## src/rtl/multicycle_ctrl_pkg.sv

```systemverilog
// Shared definitions for the multicycle controller: FSM states, instruction
// field codes, ALU operation codes, datapath mux encodings and condition codes.
package multicycle_ctrl_pkg;

    typedef enum logic [3:0] {
        S_FETCH  = 4'd0,
        S_DECODE = 4'd1,
        S_MEMADR = 4'd2,
        S_MEMRD  = 4'd3,
        S_MEMWB  = 4'd4,
        S_MEMWR  = 4'd5,
        S_EXEC_R = 4'd6,
        S_EXEC_I = 4'd7,
        S_ALUWB  = 4'd8,
        S_BRANCH = 4'd9
    } state_e;

    // op field (instr[27:26])
    localparam logic [1:0] OP_DP  = 2'b00;
    localparam logic [1:0] OP_MEM = 2'b01;
    localparam logic [1:0] OP_B   = 2'b10;
    localparam logic [1:0] OP_NOP = 2'b11;

    // funct[4:1] data-processing command codes
    localparam logic [3:0] CMD_ADD = 4'b0100;
    localparam logic [3:0] CMD_SUB = 4'b0010;
    localparam logic [3:0] CMD_AND = 4'b0000;
    localparam logic [3:0] CMD_ORR = 4'b1100;

    // Destination register number that means "write the PC"
    localparam logic [3:0] RD_PC = 4'd15;

    // ALU operations
    localparam logic [1:0] ALU_ADD = 2'b00;
    localparam logic [1:0] ALU_SUB = 2'b01;
    localparam logic [1:0] ALU_AND = 2'b10;
    localparam logic [1:0] ALU_ORR = 2'b11;

    // Datapath mux encodings
    localparam logic [1:0] RES_ALUOUT = 2'b00;
    localparam logic [1:0] RES_RDATA  = 2'b01;
    localparam logic [1:0] RES_ALU    = 2'b10;
    localparam logic [1:0] SRCA_REG   = 2'b00;
    localparam logic [1:0] SRCA_PC    = 2'b01;
    localparam logic [1:0] SRCB_REG   = 2'b00;
    localparam logic [1:0] SRCB_IMM   = 2'b01;
    localparam logic [1:0] SRCB_FOUR  = 2'b10;

    // Condition codes (instr[31:28])
    localparam logic [3:0] COND_EQ = 4'h0;
    localparam logic [3:0] COND_NE = 4'h1;
    localparam logic [3:0] COND_CS = 4'h2;
    localparam logic [3:0] COND_CC = 4'h3;
    localparam logic [3:0] COND_MI = 4'h4;
    localparam logic [3:0] COND_PL = 4'h5;
    localparam logic [3:0] COND_VS = 4'h6;
    localparam logic [3:0] COND_VC = 4'h7;
    localparam logic [3:0] COND_HI = 4'h8;
    localparam logic [3:0] COND_LS = 4'h9;
    localparam logic [3:0] COND_GE = 4'hA;
    localparam logic [3:0] COND_LT = 4'hB;
    localparam logic [3:0] COND_GT = 4'hC;
    localparam logic [3:0] COND_LE = 4'hD;
    localparam logic [3:0] COND_AL = 4'hE;
    localparam logic [3:0] COND_NV = 4'hF;

    // Map a data-processing command to an ALU operation; unknown commands add.
    function automatic logic [1:0] alu_decode(input logic [3:0] cmd);
        case (cmd)
            CMD_SUB: alu_decode = ALU_SUB;
            CMD_AND: alu_decode = ALU_AND;
            CMD_ORR: alu_decode = ALU_ORR;
            default: alu_decode = ALU_ADD;
        endcase
    endfunction

endpackage

```

## src/rtl/multicycle_ctrl_cond_check.sv

```systemverilog
// Condition evaluation: ARM condition code against the registered {N,Z,C,V}.
module cond_check
    import multicycle_ctrl_pkg::*;
(
    input  logic [3:0] cond,
    input  logic [3:0] flags,
    output logic       cond_ex
);

    logic n_f, z_f, c_f, v_f;
    assign {n_f, z_f, c_f, v_f} = flags;

    // Pure decode of the condition table
    always_comb begin
        cond_ex = 1'b0;
        case (cond)
            COND_EQ: cond_ex = z_f;
            COND_NE: cond_ex = ~z_f;
            COND_CS: cond_ex = c_f;
            COND_CC: cond_ex = ~c_f;
            COND_MI: cond_ex = n_f;
            COND_PL: cond_ex = ~n_f;
            COND_VS: cond_ex = v_f;
            COND_VC: cond_ex = ~v_f;
            COND_HI: cond_ex = c_f & ~z_f;
            COND_LS: cond_ex = ~c_f | z_f;
            COND_GE: cond_ex = (n_f == v_f);
            COND_LT: cond_ex = (n_f != v_f);
            COND_GT: cond_ex = ~z_f & (n_f == v_f);
            COND_LE: cond_ex = z_f | (n_f != v_f);
            COND_AL: cond_ex = 1'b1;
            default: cond_ex = 1'b0;
        endcase
    end

endmodule

```

## src/rtl/multicycle_ctrl.sv

```systemverilog
// Multicycle ARM-subset controller: main FSM, flags register and datapath
// control decode. Optional macro MCTRL_WAIT_EN adds the mem_rdy input and
// stretches FETCH/MEMRD/MEMWR until memory reports completion.
module multicycle_ctrl
    import multicycle_ctrl_pkg::*;
(
    input  logic        clk,
    input  logic        rst_n,
    input  logic [31:0] instr,
    input  logic [3:0]  alu_flags,
`ifdef MCTRL_WAIT_EN
    input  logic        mem_rdy,
`endif
    output logic        pc_we,
    output logic        ir_we,
    output logic        adr_src,
    output logic        mem_we,
    output logic        reg_we,
    output logic [1:0]  result_src,
    output logic [1:0]  alu_src_a,
    output logic [1:0]  alu_src_b,
    output logic [1:0]  alu_ctrl,
    output logic [1:0]  imm_src,
    output logic [1:0]  reg_src,
    output logic [3:0]  flags
);

    state_e      state_q, state_d;
    logic [3:0]  flags_q, flags_d;
    logic        cond_ex;
    logic        mem_ready;
    logic [1:0]  op;
    logic [5:0]  funct;
    logic [3:0]  rd;
    logic [1:0]  dp_alu;
    logic        unused_instr_bits;

`ifdef MCTRL_WAIT_EN
    assign mem_ready = mem_rdy;
`else
    assign mem_ready = 1'b1;
`endif

    assign op                = instr[27:26];
    assign funct             = instr[25:20];
    assign rd                = instr[15:12];
    assign dp_alu            = alu_decode(funct[4:1]);
    assign flags             = flags_q;
    assign unused_instr_bits = ^{instr[19:16], instr[11:0]};

    cond_check u_cond_check (
        .cond    (instr[31:28]),
        .flags   (flags_q),
        .cond_ex (cond_ex)
    );

    // State and flags registers; reset aborts any instruction in flight
    always_ff @(posedge clk or negedge rst_n) begin
        if (!rst_n) begin
            state_q <= S_FETCH;
            flags_q <= 4'b0000;
        end else begin
            state_q <= state_d;
            flags_q <= flags_d;
        end
    end

    // Next-state logic: one transition per clock, memory states may stall
    always_comb begin
        state_d = state_q;
        case (state_q)
            S_FETCH:  if (mem_ready) state_d = S_DECODE;
            S_DECODE: begin
                case (op)
                    OP_MEM:  state_d = S_MEMADR;
                    OP_DP:   state_d = funct[5] ? S_EXEC_I : S_EXEC_R;
                    OP_B:    state_d = S_BRANCH;
                    default: state_d = S_FETCH;
                endcase
            end
            S_MEMADR: state_d = funct[0] ? S_MEMRD : S_MEMWR;
            S_MEMRD:  if (mem_ready) state_d = S_MEMWB;
            S_MEMWB:  state_d = S_FETCH;
            S_MEMWR:  if (mem_ready) state_d = S_FETCH;
            S_EXEC_R: state_d = S_ALUWB;
            S_EXEC_I: state_d = S_ALUWB;
            S_ALUWB:  state_d = S_FETCH;
            S_BRANCH: state_d = S_FETCH;
            default:  state_d = S_FETCH;
        endcase
    end

    // Flags capture at the end of a flag-setting, condition-passing execute;
    // logical operations leave C and V untouched
    always_comb begin
        flags_d = flags_q;
        if ((state_q == S_EXEC_R || state_q == S_EXEC_I) && funct[0] && cond_ex) begin
            if (dp_alu == ALU_ADD || dp_alu == ALU_SUB) begin
                flags_d = alu_flags;
            end else begin
                flags_d[3:2] = alu_flags[3:2];
            end
        end
    end

    // Control outputs decoded from state, instr and registered flags only;
    // everything is forced low while reset is held
    always_comb begin
        pc_we      = 1'b0;
        ir_we      = 1'b0;
        adr_src    = 1'b0;
        mem_we     = 1'b0;
        reg_we     = 1'b0;
        result_src = RES_ALUOUT;
        alu_src_a  = SRCA_REG;
        alu_src_b  = SRCB_REG;
        alu_ctrl   = ALU_ADD;
        imm_src    = op;
        reg_src    = {(op == OP_MEM) && !funct[0], op == OP_B};
        case (state_q)
            S_FETCH: begin
                ir_we      = mem_ready;
                pc_we      = mem_ready;
                alu_src_a  = SRCA_PC;
                alu_src_b  = SRCB_FOUR;
                result_src = RES_ALU;
            end
            S_DECODE: begin
                alu_src_a = SRCA_PC;
                alu_src_b = SRCB_FOUR;
            end
            S_MEMADR: alu_src_b = SRCB_IMM;
            S_MEMRD:  adr_src   = 1'b1;
            S_MEMWB: begin
                result_src = RES_RDATA;
                reg_we     = cond_ex;
            end
            S_MEMWR: begin
                adr_src = 1'b1;
                mem_we  = cond_ex;
            end
            S_EXEC_R: alu_ctrl = dp_alu;
            S_EXEC_I: begin
                alu_src_b = SRCB_IMM;
                alu_ctrl  = dp_alu;
            end
            S_ALUWB: begin
                if (rd == RD_PC) pc_we  = cond_ex;
                else             reg_we = cond_ex;
            end
            S_BRANCH: begin
                alu_src_b  = SRCB_IMM;
                result_src = RES_ALU;
                pc_we      = cond_ex;
            end
            default: ;
        endcase
        if (!rst_n) begin
            pc_we      = 1'b0;
            ir_we      = 1'b0;
            adr_src    = 1'b0;
            mem_we     = 1'b0;
            reg_we     = 1'b0;
            result_src = 2'b00;
            alu_src_a  = 2'b00;
            alu_src_b  = 2'b00;
            alu_ctrl   = 2'b00;
            imm_src    = 2'b00;
            reg_src    = 2'b00;
        end
    end

endmodule

```

## config.mk

```make
export PLATFORM = sky130hd
export DESIGN_NAME = multicycle_ctrl
export DESIGN_NICKNAME = d
export VERILOG_FILES = /design/src/rtl/multicycle_ctrl_pkg.sv /design/src/rtl/multicycle_ctrl_cond_check.sv /design/src/rtl/multicycle_ctrl.sv
export SDC_FILE = /design/constraint.sdc
export NUM_CORES = 1
export LEC_CHECK = 0
export BUFFER_PORTS_ARGS = -buffer_cell sky130_fd_sc_hd__buf_2
export CAP_MARGIN = 10
export CELL_PAD_IN_SITES_DETAIL_PLACEMENT = 1
export CELL_PAD_IN_SITES_GLOBAL_PLACEMENT = 2
export CORE_UTILIZATION = 21
export CTS_CLUSTER_SIZE = 20
export DETAILED_ROUTE_END_ITERATION = 8
export HOLD_SLACK_MARGIN = 0.03
export MAX_ROUTING_LAYER = met4
export PLACE_DENSITY = 0.85
export SLEW_MARGIN = 20
export SYNTH_ARGS = -nofsm -noshare
export SYNTH_HDL_FRONTEND = slang
export SYNTH_SLANG_ARGS = --single-unit
```

## constraint.sdc

```tcl
create_clock -name clk -period 2.97 [get_ports clk]
set_input_delay 0.4455 -clock clk [delete_from_list [all_inputs] [get_ports clk]]
set_output_delay 0.4455 -clock clk [all_outputs]
set_load 0.005 [all_outputs]
```

==> results.md <==
- Sequential fraction of the synthesis area: a little over a quarter
- Pleak: 0.5059 nW
- Prevailing post-synth register cell: dfrtp_1
- Worst hold path type: primary input to async pin
- CTS Root Cell: clkbuf_4
- Post-synth ARST share: 100.0%
- DRT antenna net count: 0
- Die width: 62.53 um
- Area delta synth->final: 31.54%
- Final hold violation count: 0
- Initial antenna violation count: 0
- Final net count: between 150 and 200
- Mean area per synthesized cell: 8.016 sq um
- PnR worst setup slack: ~0.63 ns
- DR vias/cell: roughly 4.8
- Tcrit/Tclk final: a little under 80%
- Maximum number of pins on one net before global-route repair: 17
- Initial core utilization: 22.53%
- CTS tree: done
- Vias in the first global route: slightly below 900
- Power Total: just over 0.7 mW
- Core area: about 3400 sq um
- Register Area: between 200 and 250 sq um
- H-Tree Depth: 1
- Crit. End Element: output port
- Max Cap Viol: 0
- Final clock skew: ~0.0035 ns
- Synthesized cell area: ~770 sq um
- Number of top-level pins: around 60
- CTS Hold Bufs: 0
- Total GRT Usage: about an eighth
- Global route overflow: 0
- Post-DP HPWL: 1840 um
- Power Dens Cells: approximately 700 nW/um^2
- Die Y: roughly 63 um
- EDFF count, synth: 0
- FP Rows: 21
- Total setup buffers inserted after CTS: 0
- CP max FO: 4
- Mapped Cells: 96
- DRT iter0 DRCs: 40
- First-pass GRT wire length: 4050 um
- Setup-failing EPs final: 0
- Clock Tree Buf Depth: 2
- Fin Setup TNS: 0 ns
- Startpoint class of the critical path: register
- Post-cts resize count: 0
- DIE AREA: a little under 4000 sq um
- Pre-CTS setup slack: approximately 0.74 ns
- Worst endpoint required time: approximately 2.5 ns
- # diodes: 0
- Slew @ Worst Pin: roughly 0.51 ns
- Syn nets: ~130
- DRC Markers: 0
- Peak VDD IR: ~0.0002 V
- Crit path kind: register to output port
- Worst path cell trace: xnor2_1 > a22oi_1 > mux2i_1 > nand3_1 > nor4b_1 > buf_2
- Reg clk slew, reported paths: approximately 0.060 ns
- Slew headroom: about 66%
- Outcome: complete, no violations
- Largest stage delay on the critical path: between 0.4 and 0.5 ns
- Routed vias: 866
- Multi-input gate area in the final layout: approximately 520 sq um
- RSZ-0062 raised after global routing: no
- Filler cells: 441
- WP data arrival: about 1.9 ns
- FMAX: around 430 MHz
- Distinct cells, synth: 38
- TritonCTS buffer count: 3
- Synthesized flop and latch total: 8
- Fraction of layout cells with a size suffix above 1: 35.34%
- First-pass iteration count of the detailed router: 3
- Yosys warning count: 0
- GPL Wtd Cong: ~0.79
- Port Buffer Count: 41
- Post-route minimum period: between 2 and 2.5 ns
- Clock Sink Count: 8
- Skew-Pair Late Insertion Delay: between 0.2 and 0.3 ns
- Worst path slowest cell: dfrtp_1
- Drt total wl: 2305 um
- Slew Limit Fails: 0
- Routed len/inst: 12.88 um
==> placed cells by master, fill, tap and decap left out, drive strengths merged, types with 4 or more instances in the layout <==
cell / count
xor2: 4
nand2: 6
dfrtp: 8
nor2b: 4
nor3b: 5
nor3: 6
mux2: 4
nor2: 9
buf: 41
a21oi: 5
==> cells by family (layout without fill, tap and decap cells) <==
kind of cell | after synthesis | count (layout) | share of synthesized area, %
xor+xnor | 5 | 5 | 5.691
simple gates | 52 | 52 | 39.84
other cells | 1 | 1 | 0.4873
buf+inv | 8 | 45 | 6.014
compound gates | 15 | 15 | 12.20
flops | 8 | 8 | 26.02
mux | 7 | 7 | 9.756
==> synth_stat cells (2+ instances only) <==
cell type | count | area (sq um)
buf_4 | 2 | 15.01
clkbuf_1 | 3 | 11.26
nor3b_1 | 5 | 37.54
and3b_1 | 2 | 17.52
nand2b_1 | 2 | 12.51
nor2_1 | 9 | 33.78
a31oi_1 | 3 | 18.77
nand2_1 | 6 | 22.52
dfrtp_1 | 8 | 200.2
nor2b_1 | 4 | 25.02
o21ai_0 | 2 | 10.01
nor3_1 | 6 | 30.03
xor2_1 | 4 | 35.03
mux2i_1 | 3 | 30.03
nand3_1 | 2 | 10.01
o21a_1 | 2 | 15.01
and2_1 | 2 | 12.51
a21oi_1 | 5 | 25.02
nand4b_1 | 3 | 26.28
nand4_1 | 2 | 12.51
mux2_1 | 4 | 45.04
==> metrics by stage <==
| step | cells | cell area [sq um] | hold WS, ns | utilization [%] |
|---|---|---|---|---|
| 2_1_floorplan | 96 | 769.5 | 0.1499 | - |
| 3_5_place_dp | 176 | 989.7 | 0.3600 | 28.97 |
| 5_1_grt | 179 | 1012 | 0.09318 | 29.63 |
| 3_3_place_gp | 176 | 989.7 | 0.3531 | 28.97 |
| 6_report | 179 | 1012 | 0.09058 | 29.63 |
| 4_1_cts | 179 | 1012 | 0.08227 | 29.63 |
==> worst max-delay path, delay by kind of cell, from the launching register on <==
kind / cells / cell delay [ns]
flops: 1 / 0.41
simple gates: 2 / 0.35
mux: 1 / 0.33
compound gates: 1 / 0.22
xor+xnor: 1 / 0.17
buf+inv: 1 / 0.15
==> state kept, by name, summed over array words and instances (netlist names) <==
register	flops
state_q	4
flags	4
==> final cells by class <==
type,count,share of cell area [%]
Clock buffer,3,2.225
Sequential cell,8,19.78
Timing Repair Buffer,41,20.27
Inverter,1,0.3708
Multi-Input combinational cell,80,51.67
Tap cell,46,5.686
==> layer usage <==
| layer | track usage [%] | up-vias | routed length [um] |
|---|---|---|---|
| met2 | 24.32 | 19 | 1222 |
| met4 | 1.744 | 0 | 0 |
| met3 | 2.737 | 0 | 85 |
| met1 | 14.14 | 429 | 998 |
| li1 | - | 418 | - |
| met5 | - | - | 0 |
==> worst paths after layout <==
kind	from	to	slack, ns	cells after the start
setup / recovery	flags[3]	mem_we	0.63	6
hold reg to reg	state_q[3]	state_q[3]	0.53	1
max in group asynchronous	rst_n	state_q[3]	2.63	1
min in group clk	alu_flags[0]	flags[0]	0.42	2
hold / removal	rst_n	flags[2]	0.09	1
setup reg to reg	state_q[2]	flags[0]	1.17	5
==> report_power, final <==
part           switching [mW]  internal, mW
registers              0.0921         0.152
logic                   0.194         0.184
clock network          0.0372        0.0463
total                   0.323         0.383
(Power assumes the default switching activity.)
